## src/rtl/alu_redirect_gen_pkg.sv

```systemverilog
// Shared types and age helpers for the ALU redirect generator.
// Pointers carry a wrap flag on top of the ring index.
package alu_redirect_gen_pkg;

  localparam int NUM_SRC = 2;
  localparam int ROB_W   = 5;
  localparam int FTQ_W   = 3;
  localparam int OFF_W   = 3;
  localparam int SRC_W   = (NUM_SRC > 1) ? $clog2(NUM_SRC) : 1;

  localparam logic FLUSH_AFTER  = 1'b0;
  localparam logic FLUSH_ITSELF = 1'b1;

  typedef struct packed {
    logic             flag;
    logic [ROB_W-1:0] value;
  } rob_ptr_t;

  typedef struct packed {
    logic             flag;
    logic [FTQ_W-1:0] value;
  } ftq_ptr_t;

  typedef struct packed {
    rob_ptr_t         rob;
    ftq_ptr_t         ftq;
    logic [OFF_W-1:0] off;
    logic             taken;
    logic [SRC_W-1:0] src;
  } redirect_t;

  function automatic logic is_after(
    input rob_ptr_t a,
    input rob_ptr_t b
  );
    return (a.flag ^ b.flag) ^ (a.value > b.value);
  endfunction

  function automatic logic is_equal(
    input rob_ptr_t a,
    input rob_ptr_t b
  );
    return (a.flag == b.flag) && (a.value == b.value);
  endfunction

  function automatic logic flush_kill(
    input rob_ptr_t x,
    input logic     fv,
    input rob_ptr_t f,
    input logic     lvl
  );
    return fv && (is_after(x, f) ||
      ((lvl == FLUSH_ITSELF) && is_equal(x, f)));
  endfunction

endpackage

```

## src/rtl/alu_redirect_gen_oldest_sel.sv

```systemverilog
// Oldest-by-ROB-order selector over the redirect candidates.
// Returns a one-hot winner vector and its index.
module redirect_oldest_sel
  import alu_redirect_gen_pkg::*;
(
  input  logic [NUM_SRC-1:0] cand_i,
  input  rob_ptr_t           rob_i [NUM_SRC],
  output logic [NUM_SRC-1:0] onehot_o,
  output logic [SRC_W-1:0]   idx_o
);

  // i wins unless some other candidate beats it;
  // equal or mutually-after pairs go to the lower index
  always_comb begin
    onehot_o = '0;
    for (int i = 0; i < NUM_SRC; i++) begin
      onehot_o[i] = cand_i[i];
      for (int j = 0; j < NUM_SRC; j++) begin
        if (j < i) begin
          if (cand_i[j] && !is_after(rob_i[j], rob_i[i]))
            onehot_o[i] = 1'b0;
        end else if (j > i) begin
          if (cand_i[j] && is_after(rob_i[i], rob_i[j]) &&
              !is_after(rob_i[j], rob_i[i]))
            onehot_o[i] = 1'b0;
        end
      end
    end
  end

  // encode the winner position
  always_comb begin
    idx_o = '0;
    for (int i = 0; i < NUM_SRC; i++) begin
      if (onehot_o[i]) idx_o = idx_o | SRC_W'(i);
    end
  end

endmodule

```

## src/rtl/alu_redirect_gen.sv

```systemverilog
// Filters ALU mispredict redirects, picks the oldest survivor
// and registers it for one-cycle delivery to the FTQ.
module alu_redirect_gen
  import alu_redirect_gen_pkg::*;
(
  input  logic                     clock,
  input  logic                     reset,
  input  logic [NUM_SRC-1:0]       in_valid,
  input  logic [NUM_SRC-1:0]       in_isMisPred,
  input  logic [NUM_SRC-1:0]       in_taken,
  input  logic [NUM_SRC-1:0]       in_robIdx_flag,
  input  logic [NUM_SRC*ROB_W-1:0] in_robIdx_value,
  input  logic [NUM_SRC-1:0]       in_ftqIdx_flag,
  input  logic [NUM_SRC*FTQ_W-1:0] in_ftqIdx_value,
  input  logic [NUM_SRC*OFF_W-1:0] in_ftqOffset,
  input  logic                     flush_valid,
  input  logic                     flush_robIdx_flag,
  input  logic [ROB_W-1:0]         flush_robIdx_value,
  input  logic                     flush_level,
  output logic                     out_valid,
  output logic                     out_robIdx_flag,
  output logic [ROB_W-1:0]         out_robIdx_value,
  output logic                     out_ftqIdx_flag,
  output logic [FTQ_W-1:0]         out_ftqIdx_value,
  output logic [OFF_W-1:0]         out_ftqOffset,
  output logic                     out_taken,
  output logic [SRC_W-1:0]         out_src
);

  rob_ptr_t           flush_ptr;
  rob_ptr_t           rob  [NUM_SRC];
  redirect_t          req  [NUM_SRC];
  redirect_t          sel;
  logic [NUM_SRC-1:0] cand;
  logic [NUM_SRC-1:0] win;
  logic [SRC_W-1:0]   win_idx;
  logic               s1_kill;

  redirect_t s1_q, s1_d;
  logic      s1_v_q, s1_v_d;
  rob_ptr_t  last_q, last_d;
  logic      last_v_q, last_v_d;

  // unpack sources and qualify each as a candidate
  always_comb begin
    flush_ptr.flag  = flush_robIdx_flag;
    flush_ptr.value = flush_robIdx_value;
    for (int i = 0; i < NUM_SRC; i++) begin
      req[i].rob.flag  = in_robIdx_flag[i];
      req[i].rob.value = in_robIdx_value[i*ROB_W +: ROB_W];
      req[i].ftq.flag  = in_ftqIdx_flag[i];
      req[i].ftq.value = in_ftqIdx_value[i*FTQ_W +: FTQ_W];
      req[i].off       = in_ftqOffset[i*OFF_W +: OFF_W];
      req[i].taken     = in_taken[i];
      req[i].src       = SRC_W'(i);
      rob[i]           = req[i].rob;
      cand[i] = in_valid[i] && in_isMisPred[i] &&
        !flush_kill(rob[i], flush_valid, flush_ptr, flush_level) &&
        !(last_v_q && (is_after(rob[i], last_q) ||
                       is_equal(rob[i], last_q)));
    end
  end

  redirect_oldest_sel u_sel (
    .cand_i   (cand),
    .rob_i    (rob),
    .onehot_o (win),
    .idx_o    (win_idx)
  );

  // one-hot payload mux plus kill of the registered redirect
  always_comb begin
    sel = '0;
    for (int i = 0; i < NUM_SRC; i++) begin
      if (win[i]) sel = req[i];
    end
    sel.src   = win_idx;
    s1_kill   = flush_kill(s1_q.rob, flush_valid, flush_ptr, flush_level);
    out_valid = s1_v_q && !s1_kill;
  end

  // next state: new winner loads s1, emitted redirect updates last
  always_comb begin
    s1_v_d   = |cand;
    s1_d     = (|cand) ? sel : s1_q;
    last_v_d = last_v_q;
    last_d   = last_q;
    if (out_valid) begin
      last_v_d = 1'b1;
      last_d   = s1_q.rob;
    end else if (flush_valid) begin
      last_v_d = 1'b0;
    end
  end

  // state registers with synchronous reset
  always_ff @(posedge clock) begin
    if (reset) begin
      s1_v_q   <= 1'b0;
      s1_q     <= '0;
      last_v_q <= 1'b0;
      last_q   <= '0;
    end else begin
      s1_v_q   <= s1_v_d;
      s1_q     <= s1_d;
      last_v_q <= last_v_d;
      last_q   <= last_d;
    end
  end

  assign out_robIdx_flag  = s1_q.rob.flag;
  assign out_robIdx_value = s1_q.rob.value;
  assign out_ftqIdx_flag  = s1_q.ftq.flag;
  assign out_ftqIdx_value = s1_q.ftq.value;
  assign out_ftqOffset    = s1_q.off;
  assign out_taken        = s1_q.taken;
  assign out_src          = s1_q.src;

endmodule

```

## config.mk

```make
export PLATFORM = sky130hd
export DESIGN_NAME = alu_redirect_gen
export DESIGN_NICKNAME = d
export VERILOG_FILES = /design/src/rtl/alu_redirect_gen_pkg.sv /design/src/rtl/alu_redirect_gen_oldest_sel.sv /design/src/rtl/alu_redirect_gen.sv
export SDC_FILE = /design/constraint.sdc
export NUM_CORES = 1
export LEC_CHECK = 0
export ABC_AREA = 0
export CAP_MARGIN = 5
export CORE_MARGIN = 4
export CORE_UTILIZATION = 40
export DETAILED_ROUTE_END_ITERATION = 8
export GPL_TIMING_DRIVEN = 0
export PLACE_DENSITY = 0.7
export SLEW_MARGIN = 0
export SYNTH_ARGS = -nofsm -noshare
export SYNTH_HDL_FRONTEND = slang
export SYNTH_SLANG_ARGS = --single-unit
export TNS_END_PERCENT = 5
```

## constraint.sdc

```tcl
create_clock -name clock -period 6.8 [get_ports clock]
set_input_delay 1.36 -clock clock [delete_from_list [all_inputs] [get_ports clock]]
set_output_delay 1.36 -clock clock [all_outputs]
set_load 0.02 [all_outputs]
```

==> summary.md <==
| Metric | Value |
|---|---|
| Drt initial violations | `76` |
| Met2 wire len | `2.355 mm` |
| DIE AREA | `6026 µm²` |
| Period utilisation layout | `85.70%` |
| Largest stage delay, worst path | `600 ps` |
| Die Width | `77.63 µm` |
| Top layer in use | `met4` |
| Pwr Density | `163.4 nW/µm²` |
| CP Class | `in2out` |
| Status | `complete, no violations` |
| DIE HEIGHT | `77.63 µm` |
| Hold EP | `out_src` |
| Final Setup Violations | `0` |
| Slew Limit Fails | `0` |
| Dominant synthesized flop cell | `dfxtp_1` |
| Largest family of logic cells by synthesized area | `compound AO/OA/AOI/OAI gates` |
| WL met3 | `347 µm` |
| Final count of hold timing violations | `0` |
| CTS tree | `built` |
| CP required | `5440 ps` |
| Synth warnings | `0` |
| CTS Buf Count | `3` |
| Pin count of the biggest net entering global routing | `13` |
| # diodes | `0` |
| Critical-path cell list | `clkdlybuf4s50_1, inv_1, ha_1, a21o_1, a21o_1, a21oi_1, mux2_2, o211ai_1, nand2_1, inv_1, clkdlybuf4s50_1` |
| Port bufs | `55` |
| Nets@finish | `360` |
| Worst slew margin | `70.18%` |
| Area leader, netlist | `dfxtp_1` |
| Synth Area in Simple Gates | `13.03%` |
| Worst Tran Pin Value | `447.3 ps` |
| CTS Hold Bufs | `0` |
| Worst Skew | `2.515 ps` |
| Mapped Cells | `228` |
| R2R Setup Slk | `4290 ps` |
| Hold Worst Slack | `454.7 ps` |
| Max_cap viols | `0` |
| I/O pins | `58` |
| Post-layout util | `55.44%` |
| Setup TNS | `0 ps` |
| Share of layout cells above drive strength 1 | `9.756%` |
| Area of the multi-input gates | `1303 µm²` |
| Crit path DAT | `4470 ps` |
| Clock Latency Late Sink | `260 ps` |
| First-pass GRT wire length | `8.259 mm` |
| Buf+Inv Stages, Crit Path | `4` |
| R2r endpoint | `last_q[3]` |
| R2r startpoint | `out_robIdx_value[2]` |
| Fmax | `171.6 MHz` |
| Finished Layout Cells | `354` |
| Setup bufs post-CTS | `0` |
| Filler cells | `457` |
| Mux cell area share after synthesis | `4.710%` |
| Final WL | `5.088 mm` |
| Post-synthesis xor/xnor area fraction | `4.065%` |
| Syn_nets | `300` |
| Antenna-violating nets left | `0` |
| Top-area cell type share of the netlist area | `23.74%` |
| WL/cell | `14.37 µm` |
| Syn_area_per_cell | `8.506 µm²` |
| DP HPWL | `4.253 mm` |
| RSZ-0062 raised after global routing | `false` |
| Via-to-Cell Ratio | `5.144` |
| Core area | `4723 µm²` |
| Tot GR Track Use | `17.00%` |
| Complex-gate fraction of the synthesized area | `26.00%` |
| Yosys reg bits | `23` |
| Sink Count | `23` |
| P&R area growth vs syn | `35.03%` |
| Met1 WL | `2.328 mm` |
| CP max-delay cell | `clkdlybuf4s50_1` |
| Critical Path Start Type | `input pin` |
| Register Area | `460.4 µm²` |
| Min cycle time layout | `5828 ps` |
| Leak Pwr | `1.175 nW` |
| Placed Cells incl. Taps | `350` |
| Synth Area in Adders | `19.35%` |
| CP max FO | `7` |
| Worst setup EP type | `output port` |
| Hold_sp | `out_src` |
| Drt first pass iters | `4` |
| CTS Root Cell | `clkbuf_8` |
| Total grt overflow | `0` |
| Sequential fraction of the synthesis area | `23.74%` |
| HP Class | `reg2reg` |
| Clock slew seen by the registers of the worst setup and hold paths | `80 ps` |
| Routability cong. | `0.8038` |
| Synth area leaders | `dfxtp_1 24%, ha_1 19%, o221a_2 8.1%, inv_1 6.2%, nand2b_1 4.5%` |
| Post-synth EDFFs | `0` |
| Max VDD drop | `0.1203 mV` |
| Initial Util | `41.06%` |
| Vias | `1821` |
| Clock Path Buffers | `2` |
| Number of global-route vias before repair | `1813` |
| Post-CTS sizing | `0` |
| Reg2Reg Depth | `8` |
| Crit-path leading delay family | `buffers and inverters` |
| Initial antenna violation count | `0` |
| Row count | `25` |
| # DRC | `0` |
| H-tree level count | `1` |
| Asr flop ratio synth | `0%` |
| Distinct cells, synth | `36` |
| Netlist Area Pre-Place | `1939 µm²` |
| Worst hold path stage count | `2` |
[cell type report]
type / instances / share of cell area [%]
inverters: 33 / 4.730
repair buffers: 55 / 21.02
multi-input cells: 164 / 49.74
plain buffers: 8 / 2.007
clock buffers: 4 / 1.720
flip-flops and latches: 23 / 17.58
well taps: 67 / 3.201
[report_power, final]
group	total [mW]	leakage [nW]	internal (mW)	switching, mW
registers	0.159	0.189	0.149	0.0103
clock network	0.0834	0.0228	0.0418	0.0416
logic	0.185	0.963	0.0951	0.0901
[registers in the layout, summed over array words and instances (netlist names)]
signal            count
out_src               1
out_robIdx_flag       1
out_ftqIdx_value      3
s1_v_q                1
last_v_q              1
out_robIdx_value      5
last_q                6
out_ftqOffset         3
out_ftqIdx_flag       1
out_taken             1
[routing by layer]
layer	GRT usage, %	vias up
met2	29.45	53
met4	3.737	0
met1	21.29	818
met3	3.944	4
met5	0	-
li1	-	946
[cell families after synthesis]
family / Yosys count
flops: 23
compound gates: 67
buf+inv: 41
simple gates: 49
xor+xnor: 9
mux: 9
fa+ha+maj: 30
[layout by cell type (no fill, tap or decap), types with 2 or more instances in the layout]
| cell type | n |
|---|---|
| a211o_1 | 2 |
| a21o_1 | 5 |
| a21oi_1 | 15 |
| a311oi_2 | 2 |
| a31oi_1 | 3 |
| and3_1 | 4 |
| buf_2 | 3 |
| buf_6 | 2 |
| clkbuf_1 | 3 |
| clkbuf_8 | 3 |
| clkdlybuf4s50_1 | 55 |
| dfxtp_1 | 23 |
| ha_1 | 30 |
| inv_1 | 32 |
| mux2i_1 | 8 |
| nand2_1 | 17 |
| nand2b_1 | 14 |
| nand3_1 | 5 |
| nand4_1 | 2 |
| nor2_1 | 2 |
| nor2b_1 | 2 |
| nor3_1 | 2 |
| o211ai_1 | 6 |
| o21ai_0 | 12 |
| o221a_2 | 14 |
| o22ai_1 | 2 |
| xnor2_1 | 6 |
| xor2_1 | 3 |
[worst max-delay path by stage]
| stage | startpoint | to | depth (start not counted) |
|---|---|---|---|
| 3_5_place_dp | flush_robIdx_value[2] | out_valid | 11 |
| 4_1_cts | flush_robIdx_value[2] | out_valid | 11 |
| 6_report | flush_robIdx_value[2] | out_valid | 11 |
| 2_1_floorplan | flush_robIdx_value[2] | out_valid | 9 |
| 5_1_grt | flush_robIdx_value[2] | out_valid | 11 |
| 3_3_place_gp | flush_robIdx_value[2] | out_valid | 11 |
[synth_stat cells (2+ instances only)]
cell type,n
ha_1,30
o211ai_1,6
nor2_1,2
nand4_1,2
nor2b_1,2
o221a_2,14
nand3_1,5
nand2_1,17
dfxtp_1,23
buf_2,3
mux2i_1,8
xnor2_1,6
o22ai_1,2
nand2b_1,14
clkbuf_1,2
o21ai_0,12
and3_1,4
nor3_1,2
inv_1,32
xor2_1,3
a211o_1,2
a311oi_2,2
buf_6,2
a31oi_1,3
a21o_1,5
a21oi_1,15
[stage by stage]
stage                     worst slack (ps)  cell area [µm²]  power [mW]
after floorplan                       2267             1939      0.2720
after global placement                1009             2574      0.3451
after detailed placement             969.0             2574      0.3483
after CTS                            957.1             2619      0.4325
after global routing                 782.4             2619      0.4565
final                                972.1             2619      0.4279
[worst register-to-register path, stage by stage, from the launching register on]
cell      delay [ps]
dfxtp_1          390
ha_1             270
a21o_1           200
a21o_1           200
a21oi_1          180
mux2_2           350
o211ai_1         270
nand2_1          330
mux2i_1          200
Note: power is estimated with default switching activity, not from simulation.
